--- src/rtl/monitoreo_multicanal.sv ---
// monitoreo_multicanal: N-channel temperature supervisor.
// Each channel classifies its samples (frio/normal/calor) and runs its own
// NORMAL/BAJO/ALTO/ALERTA state machine with persistence before alert and
// before recovery. Outputs are a pure decode of the per-channel registers.
// Optional build macro: MONITOREO_HISTERESIS_EN narrows the recovery zone
// by HIST on each side and gates BAJO/ALTO -> NORMAL with the same margins.
module monitoreo_multicanal #(
    parameter int N_CH   = 4,
    parameter int W      = 10,
    parameter int T_MIN  = 180,
    parameter int T_MAX  = 259,
    parameter int N_PERS = 6,
    parameter int N_RECU = 1,
    parameter int HIST   = 5,
    localparam int CNT_MAX = (N_PERS > N_RECU) ? N_PERS : N_RECU,
    localparam int CW      = $clog2(CNT_MAX + 1)
) (
    input  logic                 clk,
    input  logic                 rst,
    input  logic [N_CH*W-1:0]    temp_entrada,
    input  logic [N_CH-1:0]      valido,
    input  logic [N_CH-1:0]      canal_en,
    input  logic                 borrar_sticky,
    output logic [2*N_CH-1:0]    estado_actual,
    output logic [N_CH*CW-1:0]   contador_salida,
    output logic [N_CH-1:0]      alerta,
    output logic [N_CH-1:0]      calefactor,
    output logic [N_CH-1:0]      ventilador,
    output logic                 alerta_global,
    output logic                 alerta_sticky
);

    typedef enum logic [1:0] {
        NORMAL = 2'b00,
        BAJO   = 2'b01,
        ALTO   = 2'b10,
        ALERTA = 2'b11
    } estado_t;

    localparam logic [W-1:0]  T_MIN_C  = W'(T_MIN);
    localparam logic [W-1:0]  T_MAX_C  = W'(T_MAX);
    localparam logic [CW-1:0] CNT_ONE  = CW'(1);
    localparam logic [CW-1:0] PERS_C   = CW'(N_PERS);
    localparam logic [CW-1:0] RECU_C   = CW'(N_RECU);
`ifdef MONITOREO_HISTERESIS_EN
    localparam logic [W-1:0]  REC_LO_C = W'(T_MIN + HIST);
    localparam logic [W-1:0]  REC_HI_C = W'(T_MAX - HIST);
`endif

    // One bit per channel: that channel moves into ALERTA at the coming edge.
    logic [N_CH-1:0] entra_alerta;

    for (genvar i = 0; i < N_CH; i++) begin : g_canal
        estado_t       estado_q, estado_d;
        logic [CW-1:0] cnt_q, cnt_d, cnt_inc;
        logic          dir_q, dir_d;
        logic [W-1:0]  t;
        logic          frio, calor, recup, sale_bajo, sale_alto;

        assign t       = temp_entrada[i*W +: W];
        assign frio    = (t < T_MIN_C);
        assign calor   = (t > T_MAX_C);
        assign cnt_inc = cnt_q + CNT_ONE;

`ifdef MONITOREO_HISTERESIS_EN
        assign recup     = (t >= REC_LO_C) && (t <= REC_HI_C);
        assign sale_bajo = (t >= REC_LO_C);
        assign sale_alto = (t <= REC_HI_C);
`else
        assign recup     = !frio && !calor;
        assign sale_bajo = 1'b1;
        assign sale_alto = 1'b1;
`endif

        // Next-state, counter and direction for this channel.
        always_comb begin
            // NOTE: every variable gets a default first so no path can infer a latch.
            estado_d = estado_q;
            cnt_d    = cnt_q;
            dir_d    = dir_q;
            if (!canal_en[i]) begin
                estado_d = NORMAL;
                cnt_d    = '0;
                dir_d    = 1'b0;
            end else if (valido[i]) begin
                unique case (estado_q)
                    NORMAL: begin
                        if (frio || calor) begin
                            if (N_PERS == 1) begin
                                estado_d = ALERTA;
                                cnt_d    = '0;
                                dir_d    = calor;
                            end else begin
                                estado_d = frio ? BAJO : ALTO;
                                cnt_d    = CNT_ONE;
                            end
                        end else begin
                            cnt_d = '0;
                        end
                    end
                    BAJO: begin
                        if (frio) begin
                            if (cnt_inc == PERS_C) begin
                                estado_d = ALERTA;
                                cnt_d    = '0;
                                dir_d    = 1'b0;
                            end else begin
                                cnt_d = cnt_inc;
                            end
                        end else if (calor) begin
                            estado_d = ALTO;
                            cnt_d    = CNT_ONE;
                        end else if (sale_bajo) begin
                            estado_d = NORMAL;
                            cnt_d    = '0;
                        end
                    end
                    ALTO: begin
                        if (calor) begin
                            if (cnt_inc == PERS_C) begin
                                estado_d = ALERTA;
                                cnt_d    = '0;
                                dir_d    = 1'b1;
                            end else begin
                                cnt_d = cnt_inc;
                            end
                        end else if (frio) begin
                            estado_d = BAJO;
                            cnt_d    = CNT_ONE;
                        end else if (sale_alto) begin
                            estado_d = NORMAL;
                            cnt_d    = '0;
                        end
                    end
                    ALERTA: begin
                        if (recup) begin
                            if (cnt_inc == RECU_C) begin
                                estado_d = NORMAL;
                                cnt_d    = '0;
                            end else begin
                                cnt_d = cnt_inc;
                            end
                        end else if ((dir_q && frio) || (!dir_q && calor)) begin
                            dir_d = !dir_q;
                            cnt_d = '0;
                        end else begin
                            cnt_d = '0;
                        end
                    end
                endcase
            end
        end

        // Channel registers with synchronous reset.
        always_ff @(posedge clk) begin
            // NOTE: state registers use non-blocking assignments so every flop samples pre-edge values.
            if (rst) begin
                estado_q <= NORMAL;
                cnt_q    <= '0;
                dir_q    <= 1'b0;
            end else begin
                estado_q <= estado_d;
                cnt_q    <= cnt_d;
                dir_q    <= dir_d;
            end
        end

        assign entra_alerta[i]               = (estado_d == ALERTA) && (estado_q != ALERTA);
        assign estado_actual[2*i +: 2]       = estado_q;
        assign contador_salida[i*CW +: CW]   = cnt_q;
        assign alerta[i]                     = (estado_q == ALERTA);
        assign calefactor[i]                 = (estado_q == BAJO) || ((estado_q == ALERTA) && !dir_q);
        assign ventilador[i]                 = (estado_q == ALTO) || ((estado_q == ALERTA) && dir_q);
    end

    assign alerta_global = |alerta;

    // Sticky alert latch: a new alert on any channel wins over a clear request.
    always_ff @(posedge clk) begin
        if (rst) begin
            alerta_sticky <= 1'b0;
        end else if (|entra_alerta) begin
            alerta_sticky <= 1'b1;
        end else if (borrar_sticky) begin
            alerta_sticky <= 1'b0;
        end
    end

endmodule

--- config.mk ---
export PLATFORM = sky130hd
export DESIGN_NAME = monitoreo_multicanal
export DESIGN_NICKNAME = d
export VERILOG_FILES = /design/src/rtl/monitoreo_multicanal.sv
export SDC_FILE = /design/constraint.sdc
export NUM_CORES = 1
export LEC_CHECK = 0
export ABC_AREA = 1
export BUFFER_PORTS_ARGS = -buffer_cell sky130_fd_sc_hd__buf_2
export CAP_MARGIN = 15
export CORE_ASPECT_RATIO = 1.5
export CORE_MARGIN = 2
export CORE_UTILIZATION = 24
export DETAILED_ROUTE_END_ITERATION = 16
export PLACE_DENSITY_LB_ADDON = 0.08
export SETUP_SLACK_MARGIN = 0.3
export SLEW_MARGIN = 20
export SYNTH_ARGS = -nofsm -noshare
export SYNTH_HDL_FRONTEND = slang
export SYNTH_SLANG_ARGS = --single-unit
--- constraint.sdc ---
create_clock -name clk -period 3.05 [get_ports clk]
set_input_delay 0.305 -clock clk [delete_from_list [all_inputs] [get_ports clk]]
set_output_delay 0.305 -clock clk [all_outputs]
set_load 0.005 [all_outputs]
---- Word level (Yosys, flattened, before mapping) ----
Index checks and enable logic that the tools add are counted.
operators by class
  muxes and demuxes ....................... 114
  reductions and logical operators ........ 71
  add/subtract/negate cells ............... 4
  magnitude comparators ................... 8
  bitwise gates (word level) .............. 4
  equal/unequal tests ..................... 52
operators by type and width
  operator                                                                          number
  2-bit 2-to-1 mux                                                                  40
  3-bit 2-to-1 mux                                                                  20
  2-bit != test, second input constant                                              24
  3-bit one-hot mux with 4 select lines                                             4
  1-bit 2-to-1 mux                                                                  42
  10-bit by 9-bit greater-than comparator with 1-bit output, second input constant  4
  10-bit by 8-bit less-than comparator with 1-bit output, second input constant     4
  2-bit one-hot mux with 4 select lines                                             4
  8-bit AND reduction                                                               4
  2-bit == test, second input constant                                              12
  1-bit logical AND                                                                 24
  1-bit logical OR                                                                  16
  3-bit by 1-bit adder with 3-bit output, second input constant                     4
  3-bit by 1-bit == test with 1-bit output, second input constant                   4
  3-bit == test, second input constant                                              4
  1-bit logical NOT                                                                 12
  1-bit one-hot mux with 3 select lines                                             4
  3-bit nonzero test                                                                4
  2-bit by 1-bit == test with 1-bit output, second input constant                   4
  2-bit logical NOT                                                                 4
  2-bit by 1-bit != test with 1-bit output, second input constant                   4
  2-bit OR reduction                                                                4
  4-bit OR reduction                                                                2
  1-bit NOT                                                                         4
  2-bit nonzero test                                                                1
storage, ports and cells
  register bits after elaboration ......... 25
  word-level logic and storage cells ...... 266
  input bits .............................. 51
  output and inout bits ................... 34

---- Longest topological paths before layout ----
Gate-level depths: netlist of the first run.
  depth in word-level cells ............... 11
  gate-level depth with buffers ........... 14
  gate-level depth less buffers ........... 14

---- Worst setup path before layout of the first run ----
Ideal clock, no wire load.
  path type ............................... register to register
  from .................................... register g_canal[3].cnt_q[0]
  to ...................................... register alerta_sticky
  arrival time ............................ 1.465 ns
  cell stages (with the launch flop) ...... 13
  path slack .............................. 1.457 ns
  library setup time ...................... 0.128 ns
  path buffers ............................ 0
  cells stage by stage .................... dfxtp_1 > ha_1 > xor2_1 > nor2_1 > nand3_2 > nand2_2 > nand3_2 > nor2_2 > nor2_1 > nand2_1 > nand3_1 > nor2_1 > nor2_1
between the ends
  word-level cells in the longest chain between the ends .. 11
  elaborated cells on any way between the ends .. 16
  those cells by class .................... add/sub: 1; eq/ne: 3; mux: 9; reduce/logical: 3
ends and longest elaborated chain
  what                                                                              line           text
  start: declaration                                                                55             logic [CW-1:0] cnt_q, cnt_d, cnt_inc;
  start signal: assignment                                                          163            cnt_q <= cnt_d;
  3-bit by 1-bit adder with 3-bit output (*)                                        63             assign cnt_inc = cnt_q + CNT_ONE;
  3-bit by 1-bit == test with 1-bit output / 3-bit == test (equally long branches)  137, 103, 120
  2-bit 2-to-1 mux (on tied branches)                                               137, 103, 120
  2-bit 2-to-1 mux (on tied branches)                                               136, 102, 119
  2-bit one-hot mux with 4 select lines (*)                                         86             unique case (estado_q)
  2-bit 2-to-1 mux (*)                                                              85             end else if (valido[i]) begin
  2-bit 2-to-1 mux (*)                                                              81             if (!canal_en[i]) begin
  2-bit == test (*)                                                                 168            assign entra_alerta[i] = (estado_d == ALERTA) && (estado_q != ALERTA);
  1-bit logical AND (*)                                                             168
  4-bit OR reduction (*)                                                            182            end else if (|entra_alerta) begin
  1-bit 2-to-1 mux / 2-bit nonzero test (equally long branches)                     n/a
  end signal: assignment                                                            181            alerta_sticky <= 1'b0;
  end signal: assignment                                                            183            alerta_sticky <= 1'b1;
  end signal: assignment                                                            185            alerta_sticky <= 1'b0;
  end: declaration                                                                  30             output logic alerta_sticky
Mark *: on every way between the ends. The rest lies on a longest branch, timed or not.
A chain may end at the register's enable or synchronous reset.

---- Worst setup path after layout of the first run ----
  from .................................... register g_canal[1].cnt_q[0]
  to ...................................... register g_canal[1].cnt_q[0]
between the ends
  word-level cells in the longest chain between the ends .. 5
  elaborated cells on any way between the ends .. 9
  those cells by class .................... add/sub: 1; eq/ne: 2; mux: 6
ends and longest elaborated chain
  what                                                                              line
  start: declaration                                                                55
  start signal: assignment                                                          163
  3-bit by 1-bit adder with 3-bit output (*)                                        63
  3-bit by 1-bit == test with 1-bit output / 3-bit == test (equally long branches)  137, 103, 120
  3-bit 2-to-1 mux (on tied branches)                                               137, 103, 120
  3-bit 2-to-1 mux (on tied branches)                                               136, 102, 119
  3-bit one-hot mux with 4 select lines (*)                                         86
Marked as above.

==> flow_summary.ini, run 1 <==
[outcome]
outcome = complete, no violations

[flow_run]
maxCapViolations = 0

[sta]
rsz0062_at_grt = no
hold_slack_ps = 336
hold_viol_final = 0
tightest_slew_ps = 449
fin_skew_ps = 6.99
setup_slack_ps = 1240
setup_violations = 0
slew_viol_final = 0
max-slew-margin-rel_pct = 70.1
fmax_mhz = 551
fin_crit_ps = 1810
fin_crit_sh_pct = 59.5
tns_ps = 0

[final_layout]
final_util_pct = 30.9
final_common_cell = inv_1
drive_gt1_share_pct = 23.7
fin_nets = 566
layout_common_cells = inv_1 (81), buf_2 (76), nand2_1 (74)
multi_input_area_sq_um = 1690
seq_area_sq_um = 500
nFillCells = 1202
syn_to_final_growth_pct = 24.5
antenna_cells = 0

[drt]
routed_wirelength_microns = 7570
wl_per_cell_microns = 11.8
drtIter0Drc = 96
dr.pass1.iters = 4
ant_nets = 0
via_per_inst = 4.51
vias = 2899
drc = 0

[floorplanning]
initial_core_util_pct = 24.8
fp.dieArea_sq_um = 11400
die_h_microns = 130
coreArea_sq_um = 10200
boundaryPins = 85
rows = 45
die_x_microns = 87.8

[grt]
grt_use_total_pct = 13.6
grt_max_degree = 15
grt_pass1_wl_microns = 12500
antenna_found_initial = 0
grt_pass1_vias = 2753
grt_overflow = 0

[setup_path]
crit_path_start_kind = flip-flop
crit_required_ps = 3220
arrival_ps = 1980
end_kind = flip-flop
critPathMaxStageDelay_ps = 410
cp_num_buf_inv = 2
crit_top_cell = o21ai_0
crit_type = reg2reg
cp_slowest_cell = dfxtp_1
cp_max_fo = 5
crit_family = compound AO/OA/AOI/OAI gates
crit_chain = ha_1 > xor2_1 > nand2_2 > nand2_1 > inv_1 > o21ai_0 > o21ai_0 > nand2_1 > o31ai_1 > o21ai_0 > inv_1

[synth]
yosysSeqAreaShare_pct = 19.8
syn_inst = 426
syn_area_sq_um = 2530
synth_seq_cells = 25
syn_nets = 489
ys_types = 36
postSynthAreaPerCell_sq_um = 5.93
synth_warnings = 0

[clock_tree]
cts_max_path_buffers = 2
cts_resized = 0
cts_setup_buffers = 0
cts_buffers = 3
clock-sinks = 25
cts.clk_slew.worst_paths_ps = 70
holdBufCountCts = 0
clock-root-buffer = clkbuf_16
cts_tree = built
htreeDepth = 1
clk-insertion-delay-late_ps = 270

[pwr]
leakage_nw = 1.71
p_clk_share_pct = 35.5
p_comb_share_pct = 24.3
internal_power_w = 0.000595
switching_power_w = 0.000276
peakVddDrop_mv = 0.176
switching_share_pct = 31.7
power.density_nw_per_um2 = 277
p_total_w = 0.000871
seqPwrFrac_pct = 40.2

[hold_path]
hold_class = in2reg

[place]
dpl.hpwl_microns = 6250
place_ws_ps = 1250
gp_congestion = 0.817
port_buffers = 76
## Yosys cell counts
cell type / count / area (sq um)
a211oi_1: 4 / 30.0
a21oi_1: 34 / 170
a21oi_2: 1 / 8.76
and2_1: 2 / 12.5
and2_4: 1 / 8.76
buf_2: 2 / 10.0
clkbuf_1: 1 / 3.75
clkbuf_2: 1 / 5.00
clkinv_1: 1 / 3.75
dfxtp_1: 25 / 500
ha_1: 12 / 150
inv_1: 81 / 304
inv_2: 2 / 7.51
nand2_1: 74 / 278
nand2_2: 16 / 100
nand2_4: 4 / 45.0
nand3_1: 36 / 180
nand3_2: 8 / 80.1
nand3b_1: 2 / 15.0
nand4_1: 4 / 25.0
nor2_1: 51 / 191
nor2_2: 4 / 25.0
nor3_1: 7 / 35.0
o2111ai_1: 2 / 17.5
o211ai_1: 2 / 15.0
o21a_1: 2 / 15.0
o21ai_0: 22 / 110
o21ai_1: 6 / 30.0
o21ai_2: 2 / 17.5
o22ai_1: 5 / 31.3
o31ai_1: 2 / 15.0
o31ai_2: 1 / 12.5
o32ai_1: 2 / 17.5
o41ai_1: 2 / 17.5
or2_1: 2 / 12.5
xor2_1: 3 / 26.3
## power groups by stage
| stage | Clock (W) | Combinational, W | Sequential (W) |
|---|---|---|---|
| after floorplan | 0 | 0.000138 | 0.000352 |
| after global placement | 0 | 0.000214 | 0.000358 |
| after detailed placement | 0 | 0.000214 | 0.000357 |
| after CTS | 0.000325 | 0.000215 | 0.000350 |
| after global routing | 0.000338 | 0.000244 | 0.000352 |
| final | 0.000309 | 0.000212 | 0.000350 |
## through the flow
stage | instances | instance area [sq um]
6_report | 643 | 3150
5_1_grt | 643 | 3150
4_1_cts | 643 | 3150
3_5_place_dp | 639 | 3070
3_3_place_gp | 639 | 3070
2_1_floorplan | 426 | 2530
## cells by family (layout without fill, tap and decap cells)
logic type	Yosys count	in the layout	synth area share (%)
fa+ha+maj	12	12	5.94
flops	25	25	19.8
simple gates	211	211	39.9
buf+inv	88	164	13.2
compound gates	87	87	20.1
xor+xnor	3	3	1.04
## registers in the layout (all words and copies together) (netlist names)
name,cells
alerta_sticky,1
g_canal.dir_q,4
g_canal.estado_q,8
g_canal.cnt_q,12
## path summary, 6_finish.rpt
path | start | endpoint | slack, ps | depth (start not counted)
max | g_canal[1].cnt_q[0]$_SDFFE_PP0P_ | g_canal[1].cnt_q[0]$_SDFFE_PP0P_ | 1240 | 11
min | rst | g_canal[1].estado_q[0]$_SDFF_PP0_ | 340 | 2
max reg2reg | g_canal[1].cnt_q[0]$_SDFFE_PP0P_ | g_canal[1].cnt_q[0]$_SDFFE_PP0P_ | 1240 | 11
min reg2reg | g_canal[0].cnt_q[1]$_SDFFE_PP0P_ | g_canal[0].cnt_q[1]$_SDFFE_PP0P_ | 500 | 2
## cell type report
| class | count | area share [%] |
|---|---|---|
| Timing Repair Buffer | 76 | 12.1 |
| Sequential cell | 25 | 15.9 |
| Clock buffer | 3 | 2.39 |
| Tap cell | 141 | 5.61 |
| Multi-Input combinational cell | 313 | 53.8 |
| Clock inverter | 1 | 0.159 |
| Inverter | 84 | 10.0 |
## layer usage
metal / vias up / part of all wire (%) / track usage [%] / routed length, microns
li1: 1533 / - / - / -
met1: 1273 / 44 / 16.9 / 3340
met2: 84 / 50 / 24.3 / 3800
met3: 9 / 3.9 / 1.02 / 293
met4: 0 / 1.8 / 4.89 / 139
met5: - / 0 / 0 / 0
## worst reg2reg max path, cell delays in order, from the launching register on
cell and delay, ps:
dfxtp_1 410, ha_1 190, xor2_1 270, nand2_2 130, nand2_1 80, inv_1 50, o21ai_0 140, o21ai_0 100
nand2_1 70, o31ai_1 60, o21ai_0 150, inv_1 50
No activity file was read; power rests on OpenSTA's default activity.
==> run 2, diff against run 1 <==
- clock period: 3.05 -> 1.9 ns (I/O delays scaled with it)
==> flow_summary.ini, run 2 (synthesis results as in run 1) <==
[grt]
grt_overflow = 0
antenna_found_initial = 0
grt_use_total_pct = 13.8
grt_max_degree = 15
grt_pass1_vias = 2882
grt_pass1_wl_microns = 12700

[drt]
wl_per_cell_microns = 11.6
drtIter0Drc = 81
vias = 2954
ant_nets = 0
routed_wirelength_microns = 7680
dr.pass1.iters = 4
drc = 0
via_per_inst = 4.46

[hold_path]
whs_path_depth = 2
hold_class = in2reg

[setup_path]
rr_worst_depth = 14
cp_max_fo = 3
cp_slowest_cell = dfxtp_4
crit_path_start_kind = flip-flop
crit_type = reg2reg
critPathMaxStageDelay_ps = 350
arrival_ps = 1860
crit_chain = ha_1 > inv_1 > nand2_2 > and2_4 > nor2_4 > nand3_1 > nand2_1 > nand3b_1 > nand2_1 > nor2_1 > nand2_1 > nand3_1 > nor2_1 > nor2_1
end_kind = flip-flop
crit_required_ps = 2060
path_depth = 14
cp_num_buf_inv = 1
crit_family = simple AND/OR/NAND/NOR gates

[final_layout]
final_common_cell = buf_2
largest_register = g_canal.cnt_q
antenna_cells = 0
drive_gt1_share_pct = 36.0
layout_common_cells = buf_2 (76), inv_1 (75), nand2_1 (69)
final_util_pct = 34.4
nFillCells = 1139
fin_nets = 586
largest_register_ffs = 12
syn_to_final_growth_pct = 38.9
largest_registers = g_canal.cnt_q x12, g_canal.estado_q x8, g_canal.dir_q x4

[clock_tree]
clock-root-buffer = clkbuf_16
clk-insertion-delay-late_ps = 270
clock-sinks = 25
cts_tree = built
cts_max_path_buffers = 2
cts.clk_slew.worst_paths_ps = 70
htreeDepth = 1
cts_buffers = 3

[flow_run]
maxCapViolations = 0

[pwr]
seqPwrFrac_pct = 38.8
internal_power_w = 0.000973
leakage_nw = 1.81
switching_share_pct = 31.8
p_comb_share_pct = 26.7
switching_power_w = 0.000454
power.density_nw_per_um2 = 407
p_clk_share_pct = 34.5
peakVddDrop_mv = 0.271

[floorplanning]
die_x_microns = 87.8
rows = 45
initial_core_util_pct = 24.8
coreArea_sq_um = 10200
boundaryPins = 85
fp.dieArea_sq_um = 11400
die_h_microns = 130

[sta]
tightest_slew_ps = 334
fmax_mhz = 588
rsz0062_at_grt = yes
hold_viol_final = 0
setup_violations = 0
fin_crit_ps = 1700
fin_crit_sh_pct = 89.5
slew_viol_final = 0
fin_skew_ps = 4.51
tns_ps = 0
max-slew-margin-rel_pct = 77.5

[place]
port_buffers = 76
dpl.hpwl_microns = 6300
gp_congestion = 0.781

[outcome]
outcome = complete, no violations
==> run 2: cell count changes in the layout (fill, tap and decap cells not counted), sizes merged <==
cell  delta
buf     +20
==> run 2: power by group through the flow <==
stage	logic [W]	registers, W	clock network [W]
2_1_floorplan	0.000222	0.000564	0
6_report	0.000381	0.000554	0.000492
4_1_cts	0.000373	0.000554	0.000519
5_1_grt	0.000436	0.000557	0.000538
3_5_place_dp	0.000359	0.000568	0
3_3_place_gp	0.000359	0.000568	0
==> run 2: through the flow <==
| step | setup WS, ps | cell area (sq um) | std cells | hold WS [ps] | total power (W) |
|---|---|---|---|---|---|
| 5_1_grt | 48.1 | 3510 | 663 | 237 | 0.00153 |
| 6_report | 200 | 3510 | 663 | 210 | 0.00143 |
| 2_1_floorplan | 307 | 2530 | 426 | 372 | 0.000786 |
| 4_1_cts | 193 | 3320 | 659 | 222 | 0.00145 |
| 3_3_place_gp | 98.6 | 3130 | 647 | 492 | 0.000928 |
| 3_5_place_dp | 131 | 3130 | 647 | 492 | 0.000927 |
==> run 2: metal layers <==
metal  track usage (%)  part of all wire [%]  vias up
li1                  -                     -     1578
met1              16.0                    43     1299
met2              25.8                    51       71
met3              1.72                   4.5        6
met4              4.52                   1.4        0
met5                 0                     0        -
==> run 2: what timing repair did <==
action / 4_1_cts / 5_1_grt
pin swaps: 6 / 25
endpoints found under the setup margin: 7 / 15
hold buffers: 0 / 0
setup buffers: 8 / 4
resized for setup: 24 / 48
gates cloned: 0 / 0
==> run 2: path summary, 6_finish.rpt <==
path	from	end	slack, ps
worst min-delay path	rst	g_canal[0].estado_q[1]$_SDFF_PP0_	210
worst max register to register	g_canal[0].cnt_q[0]$_SDFFE_PP0P_	alerta_sticky$_SDFFE_PP0P_	200
worst min register to register	g_canal[0].cnt_q[1]$_SDFFE_PP0P_	g_canal[0].cnt_q[1]$_SDFFE_PP0P_	500
worst max-delay path	g_canal[0].cnt_q[0]$_SDFFE_PP0P_	alerta_sticky$_SDFFE_PP0P_	200
==> run 2: layout make-up <==
cell class                 instances  area (sq um)  area share, %
multi-input combinational        313          1870           53.3
timing repair buffer              96           538           15.3
sequential                        25           527           15.0
inverter                          84           318           9.06
tap                              141           176           5.03
clock buffer                       3          75.1           2.14
clock inverter                     1          5.00          0.143
==> run 3, diff against run 2 <==
- BUFFER_PORTS_ARGS: -buffer_cell sky130_fd_sc_hd__buf_2 -> default
- DONT_BUFFER_PORTS: default -> 1
- clock period: 1.9 -> 2 ns (I/O delays scaled with it)
==> flow_summary.ini, run 3 (synthesis results as in run 1) <==
[outcome]
outcome = complete, but fails checks
violations = hold timing

[drt]
via_per_inst = 4.74
ant_nets = 0
drtIter0Drc = 63
drc = 0
routed_wirelength_microns = 7750
dr.pass1.iters = 4
vias = 2761
wl_per_cell_microns = 13.3

[setup_path]
arrival_ps = 1870
crit_path_start_kind = flip-flop
cp_slowest_cell = dfxtp_4
cp_num_buf_inv = 1
r2r-end = alerta_sticky$_SDFFE_PP0P_
crit_required_ps = 2170
end_kind = flip-flop
crit_family = simple AND/OR/NAND/NOR gates
rr_worst_depth = 14
critPathMaxStageDelay_ps = 370
path_depth = 14
cp_max_fo = 5
r2r_setup_slack_ps = 300
rr_startpoint = g_canal[3].cnt_q[0]$_SDFFE_PP0P_
crit_type = reg2reg
crit_top_cell = nand3_2
crit_chain = ha_4 > or2_1 > nand3_2 > nand2_1 > inv_1 > nand2_1 > nand3_2 > nand3_2 > nor2_2 > nor2_1 > nand2_1 > nand3_2 > nor2_1 > nor2_1

[final_layout]
largest_registers = g_canal.cnt_q x12, g_canal.estado_q x8, g_canal.dir_q x4
multi_input_area_sq_um = 1810
drive_gt1_share_pct = 20.2
final_util_pct = 29.7
antenna_cells = 0
final_cells = 582
final_common_cell = inv_1
layout_common_cells = inv_1 (81), nand2_1 (71), nor2_1 (49)
fin_nets = 505
largest_register = g_canal.cnt_q
seq_area_sq_um = 528
syn_to_final_growth_pct = 19.7
largest_register_ffs = 12
nFillCells = 1160

[pwr]
leakage_nw = 1.45
peakVddDrop_mv = 0.245
power.density_nw_per_um2 = 421

[sta]
tns_ps = 0
setup_slack_ps = 300
hold_slack_ps = -10.3
hold_viol_final = 6
fin_skew_ps = 2.82
max-slew-margin-rel_pct = 78.0
fin_crit_sh_pct = 85.0
setup_violations = 0
fmax_mhz = 588
slew_viol_final = 0
tightest_slew_ps = 328
fin_crit_ps = 1700
rsz0062_at_grt = yes

[flow_run]
maxCapViolations = 0

[clock_tree]
clk-insertion-delay-late_ps = 270
htreeDepth = 1
cts.clk_slew.worst_paths_ps = 70
cts_tree = built
clock-sinks = 25
clock-root-buffer = clkbuf_16
cts_buffers = 3
cts_max_path_buffers = 2

[place]
port_buffers = 0
gp_congestion = 0.813
place_ws_ps = 153
dpl.hpwl_microns = 6300
dpl.cell_count = 570

[grt]
grt_use_total_pct = 13.7
grt_overflow = 0
grt_pass1_wl_microns = 12500
grt_max_degree = 15
grt_pass1_vias = 2756
antenna_found_initial = 0

[floorplanning]
die_h_microns = 130
boundaryPins = 85
coreArea_sq_um = 10200
initial_core_util_pct = 24.8
fp.dieArea_sq_um = 11400
rows = 45
die_x_microns = 87.8

[hold_path]
hold_class = in2reg
min_from = rst
min_to = g_canal[1].estado_q[1]$_SDFF_PP0_
whs_path_depth = 1
==> run 3: cell types whose count changed in the layout (fill, tap and decap cells not counted), moves of 3 or more <==
cell     change
inv_2        -5
dfxtp_2      -5
o21ai_0      +4
inv_1        +6
nand3_1      -5
a21oi_1      +3
o21ai_2      -3
nand3_2      +6
dfxtp_1      +3
buf_4        -3
buf_2       -76
a21oi_2      -3
==> run 3: how the worst max path moves through the flow <==
stage                                     start                          endpoint
2_1_floorplan  g_canal[3].cnt_q[0]$_SDFFE_PP0P_        alerta_sticky$_SDFFE_PP0P_
3_3_place_gp   g_canal[2].cnt_q[0]$_SDFFE_PP0P_        alerta_sticky$_SDFFE_PP0P_
3_5_place_dp   g_canal[2].cnt_q[0]$_SDFFE_PP0P_        alerta_sticky$_SDFFE_PP0P_
4_1_cts        g_canal[3].cnt_q[0]$_SDFFE_PP0P_        alerta_sticky$_SDFFE_PP0P_
5_1_grt        g_canal[1].cnt_q[0]$_SDFFE_PP0P_  g_canal[1].cnt_q[0]$_SDFFE_PP0P_
6_report       g_canal[3].cnt_q[0]$_SDFFE_PP0P_        alerta_sticky$_SDFFE_PP0P_
==> run 3: where the power goes <==
part           switching [W]  total [W]  leakage [nW]  internal [W]
sequential         0.0000201   0.000525         0.209      0.000505
combinational       0.000180   0.000280          1.20      0.000100
clock               0.000196   0.000467        0.0409      0.000270
total               0.000396    0.00127          1.45      0.000876
==> run 3: per-stage QoR <==
stage               power [W]  hold WS, ps  area, sq um
global route          0.00137        -20.1         3030
finish                0.00127        -10.3         3030
CTS                   0.00130        -17.8         2930
global placement     0.000811          276         2740
floorplan            0.000747          382         2530
detailed placement   0.000808          278         2740
==> run 3: area by class of cell <==
class                      instances  share of cell area [%]
multi-input combinational        313                    59.9
tap                              141                    5.83
clock inverter                     1                   0.165
sequential                        25                    17.5
inverter                          84                    10.4
clock buffer                       3                    2.48
timing repair buffer              15                    3.72
==> run 3: timing repair <==
item,in CTS,in global routing
buffers inserted,6,2
endpoints found under the setup margin,3,9
gates resized for setup,21,24
hold endpoints to repair,9,8
pin swaps,7,11
==> run 3: routing by layer <==
| layer | vias to the layer above | part of all wire (%) | track usage [%] |
|---|---|---|---|
| met5 | - | 0 | 0 |
| li1 | 1407 | - | - |
| met1 | 1258 | 39 | 14.3 |
| met3 | 9 | 6.5 | 3.69 |
| met4 | 0 | 1.9 | 5.88 |
| met2 | 87 | 53 | 25.3 |
